File: src/rtl/control_sequencer.sv
// Hardwired control sequencer: fetch, conditional branch, load and halt
// T-step sequences driving the one-hot bus/enable vectors of the datapath.
module control_sequencer #(
  parameter int             SEL_W    = 32,
  parameter int             EN_W     = 32,
  parameter logic [4:0]     ALU_INC  = 5'd14,
  parameter logic [4:0]     ALU_ADD  = 5'd3,
  parameter logic [4:0]     OP_BR    = 5'b10010,
  parameter logic [4:0]     OP_LD    = 5'b00000,
  parameter logic [4:0]     OP_HALT  = 5'b11011,
  parameter int             MAX_WAIT = 15
) (
  input  logic             clk,
  input  logic             clr,
  input  logic             run,
  input  logic [31:0]      ir,
  input  logic             con_ff,
  input  logic             mem_ready,
  output logic [SEL_W-1:0] bus_select,
  output logic [EN_W-1:0]  reg_enable,
  output logic [4:0]       alu_op,
  output logic             gra,
  output logic             grb,
  output logic             grc,
  output logic             rin,
  output logic             rout,
  output logic             ba_out,
  output logic             md_read,
  output logic             read_ram,
  output logic             write_ram,
  output logic [3:0]       step,
  output logic             halted,
  output logic             fault
);

  localparam logic [3:0] S_IDLE  = 4'd0,  S_T0  = 4'd1,  S_T1  = 4'd2,
                         S_T2    = 4'd3,  S_BR3 = 4'd4,  S_BR4 = 4'd5,
                         S_BR5   = 4'd6,  S_BR6 = 4'd7,  S_LD3 = 4'd8,
                         S_LD4   = 4'd9,  S_LD5 = 4'd10, S_LD6 = 4'd11,
                         S_LD7   = 4'd12, S_HALT = 4'd13, S_FAULT = 4'd14;

  localparam int             WCW       = $clog2(MAX_WAIT + 1);
  localparam logic [WCW-1:0] WAIT_LAST = WCW'(MAX_WAIT - 1);

  logic [3:0]       state, next_state;
  logic [WCW-1:0]   wait_cnt, next_wait;
  logic [SEL_W-1:0] bs_d;
  logic [EN_W-1:0]  re_d, re_q;
  logic [4:0]       alu_d;
  logic [3:0]       step_d;
  logic             gra_d, grb_d, rin_d, rout_d, ba_out_d, md_read_d, read_ram_d;
  logic             unused_ir;

  assign unused_ir = ^ir[26:0];
  assign grc       = 1'b0;
  assign write_ram = 1'b0;

  always_comb begin
    next_state = state;
    next_wait  = wait_cnt;
    case (state)
      S_IDLE:  if (run) next_state = S_T0;
      S_T0:    next_state = S_T1;
      S_T1, S_LD6: begin
        if (mem_ready) begin
          next_state = (state == S_T1) ? S_T2 : S_LD7;
          next_wait  = '0;
        end else begin
          next_wait = wait_cnt + WCW'(1);
          if (wait_cnt == WAIT_LAST) next_state = S_FAULT;
        end
      end
      S_T2: begin
        if (ir[31:27] == OP_HALT)    next_state = S_HALT;
        else if (ir[31:27] == OP_BR) next_state = S_BR3;
        else if (ir[31:27] == OP_LD) next_state = S_LD3;
        else                         next_state = S_T0;
      end
      S_BR3:   next_state = S_BR4;
      S_BR4:   next_state = S_BR5;
      S_BR5:   next_state = S_BR6;
      S_BR6:   next_state = S_T0;
      S_LD3:   next_state = S_LD4;
      S_LD4:   next_state = S_LD5;
      S_LD5:   next_state = S_LD6;
      S_LD7:   next_state = S_T0;
      S_HALT:  next_state = S_HALT;
      S_FAULT: next_state = S_FAULT;
      default: next_state = S_IDLE;
    endcase
  end

  // Outputs are decoded from the upcoming state so they can be registered;
  // con_ff is therefore sampled on the edge leaving branch T5.
  always_comb begin
    bs_d = '0; re_d = '0; alu_d = '0; step_d = 4'hF;
    gra_d = 1'b0; grb_d = 1'b0; rin_d = 1'b0; rout_d = 1'b0;
    ba_out_d = 1'b0; md_read_d = 1'b0; read_ram_d = 1'b0;
    case (next_state)
      S_T0:  begin step_d = 4'd0; bs_d[20] = 1'b1; re_d[25] = 1'b1; re_d[18] = 1'b1; alu_d = ALU_INC; end
      S_T1:  begin step_d = 4'd1; bs_d[19] = 1'b1; re_d[20] = 1'b1; re_d[21] = 1'b1;
                   md_read_d = 1'b1; read_ram_d = 1'b1; end
      S_T2:  begin step_d = 4'd2; bs_d[21] = 1'b1; re_d[24] = 1'b1; end
      S_BR3: begin step_d = 4'd3; gra_d = 1'b1; rout_d = 1'b1; bs_d[0] = 1'b1; re_d[27] = 1'b1; end
      S_BR4: begin step_d = 4'd4; bs_d[20] = 1'b1; re_d[19] = 1'b1; end
      S_BR5: begin step_d = 4'd5; bs_d[23] = 1'b1; alu_d = ALU_ADD; re_d[18] = 1'b1; end
      S_BR6: begin
        step_d = 4'd6;
        if (con_ff) begin bs_d[19] = 1'b1; re_d[20] = 1'b1; end
      end
      S_LD3: begin step_d = 4'd3; grb_d = 1'b1; ba_out_d = 1'b1; re_d[19] = 1'b1; end
      S_LD4: begin step_d = 4'd4; bs_d[23] = 1'b1; alu_d = ALU_ADD; re_d[18] = 1'b1; end
      S_LD5: begin step_d = 4'd5; bs_d[19] = 1'b1; re_d[25] = 1'b1; end
      S_LD6: begin step_d = 4'd6; md_read_d = 1'b1; read_ram_d = 1'b1; re_d[21] = 1'b1; end
      S_LD7: begin step_d = 4'd7; bs_d[21] = 1'b1; gra_d = 1'b1; rin_d = 1'b1; end
      default: ;
    endcase
  end

  always_ff @(posedge clk or negedge clr) begin
    if (!clr) begin
      state    <= S_IDLE;
      wait_cnt <= '0;
    end else begin
      state    <= next_state;
      wait_cnt <= next_wait;
    end
  end

  always_ff @(posedge clk or negedge clr) begin
    if (!clr) begin
      bus_select <= '0; re_q <= '0; alu_op <= '0; step <= 4'hF;
      gra <= 1'b0; grb <= 1'b0; rin <= 1'b0; rout <= 1'b0; ba_out <= 1'b0;
      md_read <= 1'b0; read_ram <= 1'b0; halted <= 1'b0; fault <= 1'b0;
    end else begin
      bus_select <= bs_d; re_q <= re_d; alu_op <= alu_d; step <= step_d;
      gra <= gra_d; grb <= grb_d; rin <= rin_d; rout <= rout_d; ba_out <= ba_out_d;
      md_read <= md_read_d; read_ram <= read_ram_d;
      halted <= (next_state == S_HALT);
      fault  <= (next_state == S_FAULT);
    end
  end

  // PC load during fetch is held off until the RAM data is valid, so the
  // PC advances exactly once however long T1 stalls.
  always_comb begin
    reg_enable = re_q;
    if (state == S_T1 && !mem_ready) reg_enable[20] = 1'b0;
  end

endmodule
File: config.mk
export PLATFORM = sky130hd
export DESIGN_NAME = control_sequencer
export DESIGN_NICKNAME = d
export VERILOG_FILES = /design/src/rtl/control_sequencer.sv
export SDC_FILE = /design/constraint.sdc
export NUM_CORES = 1
export LEC_CHECK = 0
export CAP_MARGIN = 25
export CORE_ASPECT_RATIO = 2
export CORE_MARGIN = 2
export CORE_UTILIZATION = 25
export DETAILED_ROUTE_END_ITERATION = 10
export GPL_TIMING_DRIVEN = 0
export PLACE_DENSITY = 0.68
export SYNTH_ARGS = -nofsm -noshare
export SYNTH_HDL_FRONTEND = slang
export SYNTH_SLANG_ARGS = --single-unit
File: constraint.sdc
create_clock -name clk -period 2.65 [get_ports clk]
set_input_delay 0.3975 -clock clk [delete_from_list [all_inputs] [get_ports clk]]
set_output_delay 0.3975 -clock clk [all_outputs]
set_load 0.02 [all_outputs]
==> summary.md, run 1 <==
| Metric | Value |
|---|---|
| Fraction of synthesis flops using an asynchronous set or reset pin | `100%` |
| Filler Cells Inserted | `758` |
| Via count of the first global-routing pass | `1,284` |
| Worst-case register-to-register setup slack | `0.42 ns` |
| Share of the clock period used by the worst path | `90.4%` |
| Area used by multi-input combinational logic | `830 sq um` |
| Number of antenna cells inserted | `0` |
| Number of H-tree branching levels | `2` |
| Nature of the critical path endpoint | `output pin` |
| Length in cells of the worst reg-to-reg path | `8` |
| Clock Skew | `0.00653 ns` |
| Initial antenna violation count | `0` |
| Max-capacitance violation count | `0` |
| Slew Limit Fails | `0` |
| Row cnt | `45` |
| # resized after CTS | `0` |
| Pin slew with the least headroom to its limit | `0.506 ns` |
| TritonCTS clock tree | `yes` |
| Area fraction of the dominant cell type after synthesis | `32.7%` |
| Final core utilization | `37.1%` |
| Total of warnings raised by yosys | `0` |
| Initial cell density of the core | `25.6%` |
| Max frequency | `418 MHz` |
| Post-Syn Area per Cell | `9.25 sq um` |
| Min setup slack post-route | `0.255 ns` |
| Worst Hold Class | `input port to async pin` |
| Clock latency of the later-clocked register in the worst-skew pair | `0.27 ns` |
| Iter 0 DRT Violations | `35` |
| Vias per cell | `3.58` |
| Most common flop cell mapped by yosys | `dfrtp_1` |
| Post-CTS setup buffers | `0` |
| Clock Tree Buf Depth | `2` |
| Number of synthesized register bits | `29` |
| Sequential standard cell area | `731 sq um` |
| Detailed Place HPWL | `2950 um` |
| Global-route wire length before repair | `5650 um` |
| Number of detailed-routing iterations run before antenna repair | `4` |
| Placeable core region | `7490 sq um` |
| Share of the yosys chip area belonging to registers | `38.2%` |
| Share of final-layout standard cells stronger than drive strength 1 | `31.8%` |
| Quantity of hold-fixing buffers added after cts | `0` |
| Average wire per standard cell | `8.98 um` |
| Status | `finished clean` |
| DRC | `0` |
| Max-slew headroom at the worst pin | `66.2%` |
| Setup Crit Path Kind | `flop to output pin` |
| Cell at the root of the clock tree | `clkbuf_16` |
| Number of distinct library cell variants in the gate-level netlist after synthesis | `49` |
| Pleak | `1.45 nW` |
| Area delta synth->final | `45.3%` |
| Number of buffers created by CTS | `5` |
| Worst path required time | `2.25 ns` |
| Fin crit period | `2.40 ns` |
| Main area contributors after synthesis | `dfrtp_1, buf_4, dfstp_2` |
| Total placed cells including tap cells | `394` |
| Final wirelength | `3610 um` |
| Clk sinks | `29` |
| Final ANT Viol Nets | `0` |
| Post-route setup TNS | `0 ns` |
| DIE WIDTH | `65.9 um` |
| Type of element launching the critical path | `flop` |
| Number of synthesized flops with an enable pin | `0` |
| VDD IR max | `517 uV` |
| I/O pin count | `121` |
| Areal power density over the cells | `1030 nW/um^2` |
| Clock transition at path regs | `0.05 ns` |
| Design Power | `2.86 mW` |
| Die ar. | `8420 sq um` |
| Cell Count, Final, Fillers Out | `402` |
| Post-Syn Area | `1910 sq um` |
| Post-synthesis instance total | `207` |
| Unrepaired setup endpoints after global routing | `no` |
| Yosys top cell by area | `dfrtp_1` |
| Total number of nets in the final design | `346` |
| Die H | `128 um` |
| Worst setup timing slack at the placement stage | `0.125 ns` |
| Worst EP arrival | `2.00 ns` |
| Final hold violation count | `0` |
| I/O Buffers | `38` |
| Final Wtd Congestion | `0.848` |
| Global-route congestion overflow total | `0` |
| All-Layer GR Usage | `8.74%` |
| Number of vias in the routed layout | `1,441` |
| Maximum number of pins on one net before global-route repair | `22` |
| Worst-path maximum fanout | `10` |
| Final setup vio count | `0` |
## state kept, by name, summed over array words and instances (netlist names), 3 cells and up
register    count
re_q            5
state           4
step            4
alu_op          3
wait_cnt        4
bus_select      4
## cells in the mapped netlist, types with 2 or more instances
library cell / n
buf_2: 4
ha_1: 2
dfstp_2: 4
nor2_1: 16
nor2b_1: 2
nand3_1: 3
a21oi_1: 5
o21ai_0: 7
nand2_1: 17
and3_1: 2
or2_2: 3
or2_1: 2
dfrtp_1: 25
xor2_1: 4
buf_4: 68
nor3_1: 3
nand2b_1: 2
inv_1: 6
a21boi_0: 2
## layout by cell type, fill, tap and decap left out, types with 2 or more instances in the layout
cell type	instances
buf_4	68
conb_1	55
clkdlybuf4s50_1	38
dfrtp_1	25
nand2_1	17
nor2_1	16
o21ai_0	7
inv_1	6
a21oi_1	5
clkbuf_16	5
buf_2	4
xor2_1	4
dfstp_2	4
nor3_1	3
or2_2	3
nand3_1	3
or2_1	2
nor2b_1	2
and3_1	2
nand2b_1	2
a21boi_0	2
ha_1	2
clkinv_2	2
## path summary, 6_finish.rpt
kind	start	endpoint
min in group clk	wait_cnt[3]	wait_cnt[3]
worst min register to register	wait_cnt[3]	wait_cnt[3]
worst min-delay path	clr	state[0]
worst max-delay path	state[1]	reg_enable[20]
worst max register to register	wait_cnt[0]	step[2]
max in group asynchronous	clr	step[1]
## through the flow
stage | hold slack, ns | cell area (sq um)
2_1_floorplan | 0.102 | 2120
3_3_place_gp | 0.546 | 2620
3_5_place_dp | 0.553 | 2640
4_1_cts | 0.469 | 2780
5_1_grt | 0.503 | 2780
6_report | 0.461 | 2780
## cells by family (layout without fill, tap and decap cells)
kind of cell / Yosys count / count (layout) / share of synthesized area [%]
xor+xnor: 5 / 5 / 2.29
fa+ha+maj: 2 / 2 / 1.31
other cells: 1 / 55 / 0.196
buf+inv: 79 / 126 / 29.1
simple gates: 61 / 61 / 16.6
flops: 29 / 29 / 38.2
compound gates: 30 / 30 / 12.4
## report_power, final
| group | switching (mW) | internal [mW] | total (mW) |
|---|---|---|---|
| clock | 0.181 | 0.343 | 0.524 |
| combinational | 0.900 | 0.715 | 1.62 |
| sequential | 0.0883 | 0.635 | 0.723 |
## cell type report
type	count	area share [%]
plain buffers	72	19.1
well taps	94	4.23
clock inverters	2	0.360
multi-input cells	153	29.8
inverters	7	0.945
flip-flops and latches	29	26.3
repair buffers	39	14.7
clock buffers	6	4.63
## routing by layer
| metal | vias up | wire [um] | track usage [%] |
|---|---|---|---|
| met5 | - | 0 | 0 |
| met4 | 0 | 73 | 3.55 |
| li1 | 756 | - | - |
| met3 | 8 | 294 | 3.07 |
| met2 | 60 | 1800 | 14.3 |
| met1 | 617 | 1440 | 10.2 |
## worst max-delay path, cell delays in order, from the launching register on
cell and delay (ns):
dfrtp_1 0.38, buf_4 0.18, nor2b_1 0.33, nand2_1 0.10, o21a_1 0.19, clkdlybuf4s50_1 0.54
No activity file was read; power rests on OpenSTA's default activity.
==> run 2: changes to the inputs <==
CTS_CLUSTER_DIAMETER = 100   (was default)
SLEW_MARGIN = 20   (was default)
==> run 2 against run 1 <==
Compared with the run above:
- setup slack worse by 0.00071 ns
- utilization down 0.43 points
- final area is 1.2% lower
- clock power barely moved
- sequential power about the same
- flip-flop and latch count unchanged
- combinational power hardly changed
- power about the same
- highest routed layer unchanged
- critical path depth unchanged
==> summary.md, run 2 (synthesized netlist as in run 1, its figures left out) <==
| Metric | Value |
|---|---|
| Clock Skew | `0.00492 ns (was 0.00653 ns)` |
| Worst-path maximum fanout | `10 (unchanged)` |
| Post-CTS setup buffers | `0 (unchanged)` |
| VDD IR max | `466 uV (was 517 uV)` |
| Detailed Place HPWL | `2920 um (was 2950 um)` |
| M1 wire length | `1400 um (was 1440 um)` |
| Unrepaired setup endpoints after global routing | `no (unchanged)` |
| Slew Limit Fails | `0 (unchanged)` |
| Maximum single-stage delay on the critical path | `0.53 ns (was 0.54 ns)` |
| Final setup vio count | `0 (unchanged)` |
| Worst EP arrival | `2.00 ns (about the same)` |
| Filler Cells Inserted | `775 (was 758)` |
| Number of H-tree branching levels | `2 (unchanged)` |
| Global-route congestion overflow total | `0 (unchanged)` |
| Final wirelength | `3640 um (was 3610 um)` |
| Length in cells of the worst reg-to-reg path | `8 (unchanged)` |
| Die ar. | `8420 sq um (unchanged)` |
| Cell at the slowest stage of the critical path | `clkdlybuf4s50_1 (unchanged)` |
| Initial antenna violation count | `0 (unchanged)` |
| Total number of nets in the final design | `345 (was 346)` |
| Sequential standard cell area | `731 sq um (unchanged)` |
| Number of detailed-routing iterations run before antenna repair | `4 (unchanged)` |
| Status | `finished clean (unchanged)` |
| Top register by number of flip-flops | `re_q (unchanged)` |
| Row cnt | `45 (unchanged)` |
| Pin slew with the least headroom to its limit | `0.622 ns (was 0.506 ns)` |
| Final hold violation count | `0 (unchanged)` |
| TritonCTS clock tree | `yes (unchanged)` |
| I/O pin count | `121 (unchanged)` |
| Number of gates on the worst path with buffers counted | `5 (unchanged)` |
| All-Layer GR Usage | `8.99% (was 8.74%)` |
| Crit path buf inv count | `2 (unchanged)` |
| Max-capacitance violation count | `0 (unchanged)` |
| Final-layout worst hold slack | `0.138 ns (was 0.461 ns)` |
| Clock latency of the later-clocked register in the worst-skew pair | `0.27 ns (about the same)` |
| Post-route setup TNS | `0 ns (unchanged)` |
| Most frequent cells in the layout | `buf_4, conb_1, clkdlybuf4s50_1 (unchanged)` |
| Die H | `128 um (unchanged)` |
| Worst setup timing slack at the placement stage | `0.101 ns (was 0.125 ns)` |
| Number of antenna cells inserted | `0 (unchanged)` |
| Detailed route wirelength on metal3 | `319 um (was 294 um)` |
| Max-slew headroom at the worst pin | `58.5% (was 66.2%)` |
| # resized after CTS | `0 (unchanged)` |
| Cell family with most CP delay | `buffers and inverters (unchanged)` |
| Final Wtd Congestion | `0.848 (unchanged)` |
| Share of the clock period used by the worst path | `90.4% (about the same)` |
| Worst Hold Class | `input port to async pin (unchanged)` |
| Placeable core region | `7490 sq um (unchanged)` |
| Quantity of hold-fixing buffers added after cts | `0 (unchanged)` |
| Clock Tree Buf Depth | `2 (unchanged)` |
| Cells along the critical path | `buf_4 -> nor2b_1 -> nand2_1 -> o21a_1 -> clkdlybuf4s50_1 (unchanged)` |
| Finished Cell Area | `2750 sq um (was 2780 sq um)` |
| Placed inst area | `2610 sq um (was 2640 sq um)` |
| Average wire per standard cell | `9.07 um (was 8.98 um)` |
| Most common library cell in the layout ignoring fill and taps | `buf_4 (unchanged)` |
| Top sig layer | `met4 (unchanged)` |
| Final ANT Viol Nets | `0 (unchanged)` |
| Iter 0 DRT Violations | `36 (was 35)` |
| Areal power density over the cells | `1040 nW/um^2 (was 1030 nW/um^2)` |
| Min setup slack post-route | `0.254 ns (was 0.255 ns)` |
| Vias per cell | `3.64 (was 3.58)` |
| Type of element launching the critical path | `flop (unchanged)` |
| DRC | `0 (unchanged)` |
| Cell at the root of the clock tree | `clkbuf_16 (unchanged)` |
| Worst path required time | `2.25 ns (about the same)` |
| Via count of the first global-routing pass | `1,311 (was 1,284)` |
| Number of buffers created by CTS | `5 (unchanged)` |
| Initial cell density of the core | `25.6% (unchanged)` |
| Nature of the critical path endpoint | `output pin (unchanged)` |
| Setup Crit Path Kind | `flop to output pin (unchanged)` |
| Clock transition at path regs | `0.05 ns (about the same)` |
| Max frequency | `417 MHz (was 418 MHz)` |
| Number of vias in the routed layout | `1,461 (was 1,441)` |
| Fin crit period | `2.40 ns (about the same)` |
| Met2 routed WL | `1850 um (was 1800 um)` |
| Area delta synth->final | `43.6% (was 45.3%)` |
| Pleak | `1.44 nW (was 1.45 nW)` |
| DIE WIDTH | `65.9 um (unchanged)` |
| Area used by multi-input combinational logic | `830 sq um (unchanged)` |
| Number of flip-flops under the largest register name | `5 (unchanged)` |
| Share of final-layout standard cells stronger than drive strength 1 | `31.9% (was 31.8%)` |
| Global-route wire length before repair | `5870 um (was 5650 um)` |
| I/O Buffers | `38 (unchanged)` |
| Maximum number of pins on one net before global-route repair | `30 (was 22)` |
| Clk sinks | `29 (unchanged)` |
## run 2: cell count changes in the layout (fill, tap and decap cells not counted)
cell	previous run	this run
clkdlybuf4s50_1	38	37
buf_2	4	5
buf_16	1	0
## run 2: report_power, final
group / switching (mW) / internal [mW] / leakage, nW
Clock: 0.183 / 0.343 / 0.0706
Combinational: 0.903 / 0.711 / 0.995
Sequential: 0.0865 / 0.635 / 0.375
## run 2: worst reg2reg max path: stages (launching register included)
cell and delay [ns]:
dfrtp_1 0.40, buf_2 0.20, nor2_1 0.20, a21oi_1 0.11
a211oi_2 0.47, inv_1 0.17, nand2_1 0.19, nor2_1 0.09
nor4_1 0.34
## run 2: cell type report
cell class | count | area share [%]
Multi-Input combinational cell | 153 | 30.2
Sequential cell | 29 | 26.6
Buffer | 72 | 19.3
Timing Repair Buffer | 38 | 13.7
Clock buffer | 6 | 4.69
Tap cell | 94 | 4.28
Inverter | 7 | 0.956
Clock inverter | 2 | 0.364
## run 2: path summary, 6_finish.rpt
kind | start | endpoint | slack (ns)
setup / recovery | state[1] | reg_enable[20] | 0.25
hold / removal | clr | state[0] | 0.14
setup reg to reg | state[0] | step[2] | 0.38
hold reg to reg | wait_cnt[3] | wait_cnt[3] | 0.58
max in group asynchronous | clr | bus_select[21] | 2.10
min in group clk | wait_cnt[3] | wait_cnt[3] | 0.58
## run 2: through the flow
stage / std cells / util (%) / power, mW
4_1_cts: 401 / 36.7 / 2.88
6_report: 401 / 36.7 / 2.86
2_1_floorplan: 261 / - / 1.87
3_5_place_dp: 393 / 34.9 / 2.34
3_3_place_gp: 393 / 34.9 / 2.32
5_1_grt: 401 / 36.7 / 3.08
## run 2: metal layers
layer	global-route usage (%)	up-vias
li1	-	754
met1	10.4	632
met2	14.8	68
met3	3.25	7
met4	3.55	0
met5	0	-
==> run 3: changes to the inputs <==
ABC_CLOCK_PERIOD_IN_PS = 2300   (was default)
clock period = 2.3 ns   (was 2.65 ns; I/O delays follow)
==> run 3 against run 2 <==
Compared with the run above:
- non-clock buffer count is 4 higher
- final cell count increased by 1.2%
- die area unchanged
==> summary.md, run 3 (synthesized netlist as in run 1, its figures left out) <==
| Metric | Value |
|---|---|
| Area delta synth->final | `47.3% (was 43.6%)` |
| Pin slew with the least headroom to its limit | `0.622 ns (about the same)` |
| Net Sw Power | `1.44 mW (was 1.17 mW)` |
| Number of antenna cells inserted | `0 (unchanged)` |
| Clock Skew | `0.00540 ns (was 0.00492 ns)` |
| Status | `finished clean (unchanged)` |
| Total number of nets in the final design | `350 (was 345)` |
| DIE WIDTH | `65.9 um (unchanged)` |
| Sequential standard cell area | `731 sq um (unchanged)` |
| Share of the clock period used by the worst path | `95.8%` |
| Die ar. | `8420 sq um (unchanged)` |
| I/O Buffers | `38 (unchanged)` |
| Global-route wire length before repair | `5870 um (unchanged)` |
| Max-capacitance violation count | `0 (unchanged)` |
| Worst setup timing slack at the placement stage | `-0.197 ns (was 0.101 ns)` |
| Share of final-layout standard cells stronger than drive strength 1 | `34.3% (was 31.9%)` |
| I/O pin count | `121 (unchanged)` |
| Top register by number of flip-flops | `re_q (unchanged)` |
| Area used by multi-input combinational logic | `870 sq um (was 830 sq um)` |
| Average wire per standard cell | `9.62 um (was 9.07 um)` |
| Initial antenna violation count | `0 (unchanged)` |
| Number of H-tree branching levels | `2 (unchanged)` |
| Worst-path maximum fanout | `10 (unchanged)` |
| Min setup slack post-route | `0.0965 ns (was 0.254 ns)` |
| Initial cell density of the core | `25.6% (unchanged)` |
| Final-layout worst hold slack | `0.0845 ns (was 0.138 ns)` |
| Logic gate share of total power | `58.5% (was 56.4%)` |
| Number of detailed-routing iterations run before antenna repair | `4 (unchanged)` |
| Final hold violation count | `0 (unchanged)` |
| Relative contribution of sequential cells to total power | `24.0% (was 25.2%)` |
| VDD IR max | `620 uV (was 466 uV)` |
| Worst-case register-to-register setup slack | `0.13 ns (was 0.38 ns)` |
| Worst EP arrival | `2.39 ns (was 2.00 ns)` |
| Most common library cell in the layout ignoring fill and taps | `buf_4 (unchanged)` |
| Number of buffers created by CTS | `5 (unchanged)` |
| Worst Hold Class | `input port to async pin (unchanged)` |
| Die H | `128 um (unchanged)` |
| Row cnt | `45 (unchanged)` |
| Sw Ratio | `41.5% (was 41.0%)` |
| All-Layer GR Usage | `8.99% (unchanged)` |
| Type of element launching the critical path | `input port (was flop)` |
| Final wirelength | `3910 um (was 3640 um)` |
| Total internal power | `2.03 mW (was 1.69 mW)` |
| Slew Limit Fails | `0 (unchanged)` |
| Via count of the first global-routing pass | `1,312 (was 1,311)` |
| Clock network fraction of design power | `17.6% (was 18.4%)` |
| Iter 0 DRT Violations | `40 (was 36)` |
| Vias per cell | `3.71 (was 3.64)` |
| Number of flip-flops under the largest register name | `5 (unchanged)` |
| Clock transition at path regs | `0.05 ns (about the same)` |
| Nature of the critical path endpoint | `flop (was output pin)` |
| Number of vias in the routed layout | `1,505 (was 1,461)` |
| Placeable core region | `7490 sq um (unchanged)` |
| Final ANT Viol Nets | `0 (unchanged)` |
| Final core utilization | `37.6% (was 36.7%)` |
| Global-route congestion overflow total | `0 (unchanged)` |
| Final setup vio count | `0 (unchanged)` |
| Maximum number of pins on one net before global-route repair | `30 (unchanged)` |
| Pleak | `1.47 nW (was 1.44 nW)` |
| Detailed Place HPWL | `2920 um (unchanged)` |
| Fin crit period | `2.20 ns` |
| Max frequency | `454 MHz` |
| TritonCTS clock tree | `yes (unchanged)` |
| Setup Crit Path Kind | `input port to flop (was flop to output pin)` |
| Clock Tree Buf Depth | `2 (unchanged)` |
| Filler Cells Inserted | `773 (was 775)` |
| Post-route setup TNS | `0 ns (unchanged)` |
| Length in cells of the worst reg-to-reg path | `8 (unchanged)` |
| Worst path required time | `2.48 ns (was 2.25 ns)` |
| Cell at the root of the clock tree | `clkbuf_16 (unchanged)` |
| Areal power density over the cells | `1230 nW/um^2 (was 1040 nW/um^2)` |
| Design Power | `3.47 mW (was 2.86 mW)` |
| Final Wtd Congestion | `0.848 (unchanged)` |
| Max-slew headroom at the worst pin | `58.5% (about the same)` |
| DRC | `0 (unchanged)` |
| Most frequent cells in the layout | `buf_4, conb_1, clkdlybuf4s50_1 (unchanged)` |
| Clk sinks | `29 (unchanged)` |
| Clock latency of the later-clocked register in the worst-skew pair | `0.27 ns (about the same)` |
run 3: path summary, 6_finish.rpt:
kind / startpoint / endpoint
max in group asynchronous: clr / bus_select[21]
worst max-delay path: mem_ready / step[2]
worst min-delay path: clr / state[0]
min in group clk: wait_cnt[0] / wait_cnt[0]
worst min register to register: wait_cnt[0] / wait_cnt[0]
worst max register to register: state[0] / step[2]
run 3: metrics by stage:
stage                     area, sq um  instances
after CTS                        2750        401
final                            2820        406
after global placement           2620        393
after floorplan                  2120        261
after global routing             2820        406
after detailed placement         2610        393
run 3: final cells by class:
class	instances	share of cell area, %
inverters	7	0.932
multi-input cells	154	30.8
repair buffers	42	14.4
well taps	94	4.17
flip-flops and latches	29	25.9
clock buffers	6	4.57
clock inverters	2	0.355
plain buffers	72	18.8
run 3: per-layer routing:
metal | track usage (%) | vias up | routed length [um]
met5 | 0 | - | 0
met4 | 3.55 | 0 | 89
met3 | 3.25 | 11 | 323
met2 | 14.8 | 71 | 1960
met1 | 10.4 | 654 | 1530
li1 | - | 769 | -
run 3: worst max-delay path, cell delays in order:
cell	delay, ns
clkdlybuf4s50_1	0.41
buf_2	0.19
a31oi_1	0.18
a211oi_1	0.09
a211oi_2	0.43
inv_1	0.17
nand2_1	0.19
nor2_1	0.10
nor4_2	0.28
run 3: power by group through the flow:
stage	clock, mW	sequential, mW	combinational, mW
3_3_place_gp	0	0.836	1.84
2_1_floorplan	0	0.938	1.21
5_1_grt	0.648	0.853	2.21
3_5_place_dp	0	0.842	1.86
6_report	0.610	0.833	2.03
4_1_cts	0.620	0.836	1.87
run 3: timing repair:
action / 4_1_cts / 5_1_grt
setup endpoints to repair: 1 / 5
setup buffers: 0 / 4
hold buffers: 0 / 0
gates resized for setup: 1 / 4
pin swaps: 0 / 2
gates cloned: 0 / 1
